==> src/rtl/lsu_bus_if.sv <==
// Load/store unit bridging the core's single-cycle data port to a multi-cycle
// req/ack data memory. Handles byte/halfword lane steering, load extension,
// stalls the core while a transaction is outstanding, and flags misaligned
// accesses, illegal funct3 codes and bus timeouts with a one-cycle fault.
module lsu_bus_if #(
  parameter int TIMEOUT = 64
) (
  input  logic        clk,
  input  logic        reset,
  input  logic        req_valid,
  input  logic        req_write,
  input  logic [2:0]  req_funct3,
  input  logic [31:0] req_addr,
  input  logic [31:0] req_wdata,
  output logic        stall,
  output logic [31:0] rdata,
  output logic        fault,
  output logic        mem_req,
  output logic        mem_we,
  output logic [3:0]  mem_be,
  output logic [31:0] mem_addr,
  output logic [31:0] mem_wdata,
  input  logic        mem_ack,
  input  logic [31:0] mem_rdata
);

  typedef enum logic [1:0] {
    IDLE = 2'd0,
    REQ  = 2'd1,
    DONE = 2'd2
  } state_t;

  localparam logic [7:0] TMO_LAST = 8'(TIMEOUT - 1);

  state_t      state;
  state_t      state_next;

  logic        misaligned;
  logic        illegal;
  logic        bad;
  logic        reject;
  logic [3:0]  be_calc;
  logic [31:0] wdata_calc;
  logic [31:0] lane_word;
  logic [31:0] load_ext;

  logic        start;
  logic        ack_take;
  logic        timeout_hit;

  logic        we_q;
  logic [3:0]  be_q;
  logic [2:0]  funct3_q;
  logic [31:0] addr_q;
  logic [31:0] wdata_q;
  logic [7:0]  tmo_cnt;
  logic [31:0] rdata_q;
  logic        fault_q;

  // Classify the incoming request: size/alignment check and legal funct3 set
  always_comb begin
    misaligned = 1'b0;
    illegal    = 1'b0;
    case (req_funct3)
      3'b000, 3'b100: misaligned = 1'b0;
      3'b001, 3'b101: misaligned = req_addr[0];
      3'b010:         misaligned = (req_addr[1:0] != 2'b00);
      default:        illegal    = 1'b1;
    endcase
    if (req_write && (req_funct3 > 3'b010)) begin
      illegal = 1'b1;
    end
  end

  assign bad    = misaligned | illegal;
  assign reject = (state == IDLE) & req_valid & bad;

  // Byte enables and lane-replicated store data for the request being accepted
  always_comb begin
    be_calc    = 4'b1111;
    wdata_calc = req_wdata;
    case (req_funct3[1:0])
      2'b00: begin
        be_calc    = 4'b0001 << req_addr[1:0];
        wdata_calc = {4{req_wdata[7:0]}};
      end
      2'b01: begin
        be_calc    = req_addr[1] ? 4'b1100 : 4'b0011;
        wdata_calc = {2{req_wdata[15:0]}};
      end
      default: begin
        be_calc    = 4'b1111;
        wdata_calc = req_wdata;
      end
    endcase
  end

  // Shift the addressed lane down and sign/zero extend according to funct3
  always_comb begin
    lane_word = mem_rdata >> {addr_q[1:0], 3'b000};
    load_ext  = mem_rdata;
    case (funct3_q)
      3'b000:  load_ext = {{24{lane_word[7]}}, lane_word[7:0]};
      3'b100:  load_ext = {24'd0, lane_word[7:0]};
      3'b001:  load_ext = {{16{lane_word[15]}}, lane_word[15:0]};
      3'b101:  load_ext = {16'd0, lane_word[15:0]};
      default: load_ext = mem_rdata;
    endcase
  end

  // Next-state logic; ack takes priority over a timeout in the same cycle
  always_comb begin
    state_next  = state;
    start       = 1'b0;
    ack_take    = 1'b0;
    timeout_hit = 1'b0;
    case (state)
      IDLE: begin
        if (req_valid && !bad) begin
          start      = 1'b1;
          state_next = REQ;
        end
      end
      REQ: begin
        if (mem_ack) begin
          ack_take   = 1'b1;
          state_next = DONE;
        end else if (tmo_cnt == TMO_LAST) begin
          timeout_hit = 1'b1;
          state_next  = DONE;
        end
      end
      DONE: begin
        state_next = IDLE;
      end
      default: begin
        state_next = IDLE;
      end
    endcase
  end

  // State register
  always_ff @(posedge clk) begin
    if (reset) begin
      state <= IDLE;
    end else begin
      state <= state_next;
    end
  end

  // Latched request, timeout counter, load result and registered timeout fault
  always_ff @(posedge clk) begin
    if (reset) begin
      we_q     <= 1'b0;
      be_q     <= 4'b0000;
      funct3_q <= 3'b000;
      addr_q   <= 32'd0;
      wdata_q  <= 32'd0;
      tmo_cnt  <= 8'd0;
      rdata_q  <= 32'd0;
      fault_q  <= 1'b0;
    end else begin
      fault_q <= timeout_hit;
      if (start) begin
        we_q     <= req_write;
        be_q     <= be_calc;
        funct3_q <= req_funct3;
        addr_q   <= req_addr;
        wdata_q  <= wdata_calc;
        tmo_cnt  <= 8'd0;
      end else if (state == REQ && !mem_ack) begin
        tmo_cnt <= tmo_cnt + 8'd1;
      end
      if (ack_take) begin
        rdata_q <= load_ext;
      end else if (timeout_hit) begin
        rdata_q <= 32'd0;
      end
    end
  end

  assign stall     = req_valid & (state != DONE) & ~bad;
  assign fault     = ~reset & (fault_q | reject);
  assign rdata     = reject ? 32'd0 : rdata_q;
  assign mem_req   = (state == REQ);
  assign mem_we    = (state == REQ) & we_q;
  assign mem_be    = (state == REQ) ? be_q : 4'b0000;
  assign mem_addr  = {addr_q[31:2], 2'b00};
  assign mem_wdata = wdata_q;

endmodule

==> config.mk <==
export PLATFORM = sky130hd
export DESIGN_NAME = lsu_bus_if
export DESIGN_NICKNAME = d
export VERILOG_FILES = /design/src/rtl/lsu_bus_if.sv
export SDC_FILE = /design/constraint.sdc
export NUM_CORES = 1
export LEC_CHECK = 0
export BUFFER_PORTS_ARGS = -buffer_cell sky130_fd_sc_hd__buf_2
export CAP_MARGIN = 40
export CORE_ASPECT_RATIO = 0.75
export CORE_MARGIN = 3
export CORE_UTILIZATION = 44
export CTS_CLUSTER_SIZE = 14
export DETAILED_ROUTE_END_ITERATION = 10
export HOLD_SLACK_MARGIN = 0.06
export PLACE_DENSITY = 0.82
export SYNTH_ARGS = -nofsm -noshare
export SYNTH_HDL_FRONTEND = slang
export SYNTH_SLANG_ARGS = --single-unit
==> constraint.sdc <==
create_clock -name clk -period 2.2 [get_ports clk]
set_clock_uncertainty 0.15 [all_clocks]
set_input_delay 0.11 -clock clk [delete_from_list [all_inputs] [get_ports clk]]
set_output_delay 0.11 -clock clk [all_outputs]
set_load 0.03 [all_outputs]
==> results of run 1 <==
[repair_timing]
action | 4_1_cts | 5_1_grt
endpoints found under the setup margin | 1 | 4
gates resized for setup | 1 | 4
endpoints found under the hold margin | 106 | 0
hold buffers | 104 | 0
[layer usage]
metal / part of all wire (%) / track usage (%) / up-vias
met5: 0 / 0 / -
met4: 3.9 / 14.6 / 0
met3: 9.4 / 6.75 / 65
met2: 47 / 43.1 / 365
met1: 40 / 32.8 / 2733
li1: - / - / 2772
[where the power goes]
group | total [mW] | switching (mW) | internal [mW]
clock network | 2.88 | 1.02 | 1.86
registers | 2.22 | 0.0522 | 2.17
logic | 0.947 | 0.551 | 0.396
[Yosys cell counts (2+ instances only)]
cell type and instances:
nand2_1 131, dfxtp_1 115, a21oi_1 80, clkbuf_1 44, nor2b_1 37, nor2_1 36
buf_4 32, mux2i_1 23, a22oi_1 17, o211ai_1 16, and2_1 14, o21ai_0 11
a211oi_1 10, a311oi_1 10, a221o_1 7, a2bb2oi_1 7, o221ai_1 7, inv_1 5
xnor2_1 5, buf_1 4, nor3_1 4, nand2b_1 3, nand3_1 3, nor4_1 3
a32o_1 2, mux2_2 2, xor2_1 2
[through the flow]
stage	hold slack [ns]	setup slack (ns)
2_1_floorplan	0.0960	0.00516
3_3_place_gp	0.200	0.160
3_5_place_dp	0.207	0.189
4_1_cts	0.0973	0.0321
5_1_grt	0.191	0.00393
6_report	0.183	0.0379
[how the worst min path moves through the flow]
stage	from	end	slack [ns]	cells after the start
after CTS	req_funct3[0]	mem_wdata[10]$_SDFFE_PP0P_	0.1	3
after global routing	req_funct3[0]	mem_wdata[10]$_SDFFE_PP0P_	0.19	3
final	req_funct3[1]	mem_wdata[17]$_SDFFE_PP0P_	0.18	4
after detailed placement	req_addr[9]	addr_q[9]$_SDFFE_PP0P_	0.21	3
after floorplan	req_write	we_q$_SDFFE_PP0P_	0.1	2
after global placement	req_addr[12]	addr_q[12]$_SDFFE_PP0P_	0.20	3
[registers in the layout, summed over array words and instances, names as in the netlist]
name,cells
mem_wdata,32
we_q,1
fault_q,1
addr_q,32
rdata_q,32
state,2
tmo_cnt,8
be_q,4
funct3_q,3
[kinds of logic after synthesis]
logic type	after synthesis	synth area share, %
DFF	115	43.0
and+or+nand+nor	240	20.5
xor gates and xnor gates	7	1.15
buffers and inverters	88	8.58
muxes	26	5.14
AOI/OAI and AO/OA	174	21.3
adders and majority gates	1	0.234
other	1	0.0701
[layout make-up]
type / count / area [sq um]
fillers: 864 / 3700
multi-input cells: 450 / 2610
flip-flops and latches: 115 / 2300
repair buffers: 330 / 2270
clock buffers: 19 / 453
well taps: 162 / 203
clock inverters: 13 / 173
inverters: 6 / 22.5
diodes: 3 / 7.51
[critical path: stages]
cell and delay (ns):
dlygate4sd3_1 0.56, buf_2 0.16, or3b_1 0.40, o41a_1 0.48
buf_6 0.20, a22oi_1 0.24, a21oi_1 0.14
==> flow_summary.ini, run 1 <==
[final_layout]
drive_gt1_share_pct = 28.6
final_common_cell = buf_2
final_util_pct = 68.5
stdcell_count = 1098
area_growth_pct = 50.3
final_cell_mix = buf_2 (205), nand2_1 (131), dfxtp_1 (115), dlygate4sd3_1 (104), a21oi_1 (80)
fin_nets = 1025
fin_area_sq_mm = 0.00804

[routing]
drc = 0
avgRoutedWirePerCell_um = 17.0
first_iter_violations = 480
ant_nets = 0
vias_per_cell = 5.41
wl_um = 18700
vias = 5935
dr.pass1.iters = 5

[logic_synthesis]
synth_edf_count = 0
synth_area_sq_mm = 0.00535
yosysTopAreaCellShare_pct = 43.0
synth.distinct_cells = 49
synth_seq_cells = 115
ys_warn_count = 0
synthArstFlopShare_pct = 0
synthesis.instances = 652
seq_area_frac_synth_pct = 43.0
synth_largest_area_cell = dfxtp_1
ys.flop_type = dfxtp_1
synth.area.top_cells = dfxtp_1 (43%), nand2_1 (9.2%), a21oi_1 (7.5%), buf_4 (4.5%), nor2b_1 (4.3%)
syn_avg_cell_area_sq_um = 8.21

[placed_design]
place.gp.congestion = 0.865
dp_cells = 959
placed_area_sq_mm = 0.00635
portBuffers = 205
hpwl_um = 10700

[timing]
relSlewSlack_pct = 52.7
worst_pin_slew_ns = 0.707
timing.final.max_slew_violations = 0
setup_tns_ns = 0
rsz0062_at_grt = no
setup_viol = 0
fin_crit_ns = 2.16
final-hold-violation-count = 0
fmax_mhz = 463
period_share_pct = 98.3

[clocking]
cts_setup_buffers = 0
clk_latency_ns = 0.40
cts-root-buf = clkbuf_16
cts_sinks = 115
cts_tree = built
h-tree-depth = 4
clk_pin_slew_worst_paths_ns = 0.06
cts_max_path_buffers = 2
numCtsBuffers = 17

[setup_path]
worstRegToRegCells = 7
start_kind = input pin
crit_path_end_kind = flip-flop
rrSetupSlack_ns = 0.08
reg2reg_from = state[1]$_SDFFE_PP0P_
startpoint = mem_ack
path_max_fanout = 24
path_class = in2reg
cp-endpoint = rdata_q[21]$_SDFFE_PP0P_
r2r-end = mem_wdata[25]$_SDFFE_PP0P_
worstPathArrival_ns = 2.28
required_ns = 2.32

[job]
drv_cap = 0

[pwr]
peakVddDrop_mv = 0.544
p_per_area_mw_per_mm2 = 753
p_total_mw = 6.05
power_leakage_nw = 3.50

[global_route]
grt_pass1_vias = 5704
overflow = 0
track_usage_pct = 26.6
antenna_found_initial = 2
grt_max_degree = 52
grt_pass1_wl_um = 28800

[floorplan]
start_util_pct = 45.6
die_area_sq_mm = 0.0135
die_y_um = 101
coreArea_sq_mm = 0.0117
pin_count = 208
rows = 34
die_w_um = 133

[outcome]
status = finished clean

[worst_hold_path]
hp-class = in2reg
(Power assumes the default switching activity.)
==> inputs of run 2 (changes only) <==
--- a/config.mk
+++ b/config.mk
@@ -6,14 +6,16 @@
 export NUM_CORES = 1
 export LEC_CHECK = 0
 export BUFFER_PORTS_ARGS = -buffer_cell sky130_fd_sc_hd__buf_2
-export CAP_MARGIN = 40
+export CAP_MARGIN = 25
+export CELL_PAD_IN_SITES_DETAIL_PLACEMENT = 1
+export CELL_PAD_IN_SITES_GLOBAL_PLACEMENT = 1
 export CORE_ASPECT_RATIO = 0.75
 export CORE_MARGIN = 3
-export CORE_UTILIZATION = 44
+export CORE_UTILIZATION = 30
 export CTS_CLUSTER_SIZE = 14
 export DETAILED_ROUTE_END_ITERATION = 10
 export HOLD_SLACK_MARGIN = 0.06
-export PLACE_DENSITY = 0.82
+export PLACE_DENSITY = 0.79
 export SYNTH_ARGS = -nofsm -noshare
 export SYNTH_HDL_FRONTEND = slang
 export SYNTH_SLANG_ARGS = --single-unit
==> flow_summary.ini, run 2 (synthesized netlist as in run 1, its figures left out) <==
[outcome]
status = finished clean

[pwr]
switchingPower_mw = 1.75
p_total_mw = 6.00
p_sw_share_pct = 29.2
p_clk_share_pct = 46.5
p_per_area_mw_per_mm2 = 738
internal_power_mw = 4.24
combPwrFrac_pct = 16.4
power_frac_seq_pct = 37.0
peakVddDrop_mv = 0.502
power_leakage_nw = 3.49

[floorplan]
start_util_pct = 31.2
die_area_sq_mm = 0.0195
coreArea_sq_mm = 0.0171
pin_count = 208
die_w_um = 160
die_y_um = 122
rows = 41

[final_layout]
multi_input_area_sq_mm = 0.00262
fin_nets = 1030
area_growth_pct = 51.8
seq_area_sq_mm = 0.00230
drive_gt1_share_pct = 29.3
final_common_cell = buf_2
final_cell_mix = buf_2 (205), nand2_1 (131), dfxtp_1 (115), dlygate4sd3_1 (103), a21oi_1 (80)
n_fill_cell = 2101

[setup_path]
rrSetupSlack_ns = 0.04
worstPathArrival_ns = 2.27
path_max_fanout = 18
crit_path_end_kind = flip-flop
startpoint = state[1]$_SDFFE_PP0P_
worstRegToRegCells = 5
start_kind = flip-flop
reg2reg_from = state[1]$_SDFFE_PP0P_
required_ns = 2.31
path_class = reg2reg

[clocking]
clk_pin_slew_worst_paths_ns = 0.06
cts_tree = built
cts_sinks = 115
cts_setup_buffers = 0
cts-root-buf = clkbuf_16
clk_latency_ns = 0.41
numCtsBuffers = 17
cts_max_path_buffers = 2
h-tree-depth = 4

[global_route]
grt_pass1_wl_um = 36300
grt_pass1_vias = 6474
grt_max_degree = 66
antenna_found_initial = 6
track_usage_pct = 23.5
overflow = 0

[timing]
period_share_pct = 98.2
final-hold-violation-count = 0
timing.final.max_slew_violations = 0
hold_ws_ns = 0.0982
fmax_mhz = 463
setup_viol = 0
relSlewSlack_pct = 50.0
worst_pin_slew_ns = 0.750
fin_crit_ns = 2.16

[worst_hold_path]
whs_path_depth = 4
hold_path_startpoint = req_funct3[1]
hp-class = in2reg

[placed_design]
portBuffers = 205
hpwl_um = 13300
place.gp.congestion = 0.862

[routing]
vias = 6103
vias_per_cell = 5.17
drc = 0
first_iter_violations = 397
avgRoutedWirePerCell_um = 19.7
wl_um = 23300
ant_nets = 0
dr.pass1.iters = 5

[job]
drv_cap = 0
==> run 2: layout make-up <==
type | instances | area share, %
inverter | 6 | 0.277
tap | 236 | 3.63
timing repair buffer | 335 | 28.2
clock inverter | 15 | 1.93
antenna | 6 | 0.185
multi-input combinational | 450 | 32.2
sequential | 115 | 28.3
clock buffer | 17 | 5.24
==> run 2: final timing paths <==
| kind | to |
|---|---|
| max reg2reg | rdata_q[23]$_SDFFE_PP0P_ |
| min reg2reg | addr_q[23]$_SDFFE_PP0P_ |
| max | rdata_q[23]$_SDFFE_PP0P_ |
| min | funct3_q[1]$_SDFFE_PP0P_ |
==> run 2: critical path: stages, from the launching register on <==
cell	delay (ns)
dfxtp_1	0.36
or3b_1	0.41
o41a_1	0.48
buf_4	0.23
a22oi_2	0.24
a21oi_1	0.14
==> run 2: power groups by stage <==
stage / sequential, mW / combinational [mW] / clock (mW)
detailed placement: 2.26 / 0.794 / 0
global route: 2.23 / 1.05 / 2.96
global placement: 2.26 / 0.783 / 0
floorplan: 2.32 / 0.442 / 0
CTS: 2.22 / 0.941 / 2.82
finish: 2.22 / 0.985 / 2.79
==> run 2: per-stage QoR <==
step | cells | setup TNS (ns) | util, % | setup WS [ns] | cell area [sq um]
detailed placement | 1039 | 0 | 37.8 | 0.149 | 6470
floorplan | 653 | 0 | - | 0.00516 | 5350
CTS | 1174 | 0 | 47.2 | 0.0124 | 8090
finish | 1180 | 0 | 47.4 | 0.0394 | 8120
global placement | 1038 | 0 | 37.8 | 0.158 | 6470
global route | 1180 | -0.0174 | 47.4 | -0.0174 | 8120
==> run 2: what timing repair did <==
action                                  CTS  global route
endpoints found under the setup margin    3            40
hold buffers                            103             0
hold endpoints to repair                106             0
pin swaps                                 0             1
gates resized for setup                   1             5
==> run 2: metal layers <==
layer / routed length [um] / GRT usage [%]
met2: 11100 / 40.0
met4: 923 / 10.5
met3: 1640 / 6.53
met1: 9580 / 28.0
met5: 0 / 0
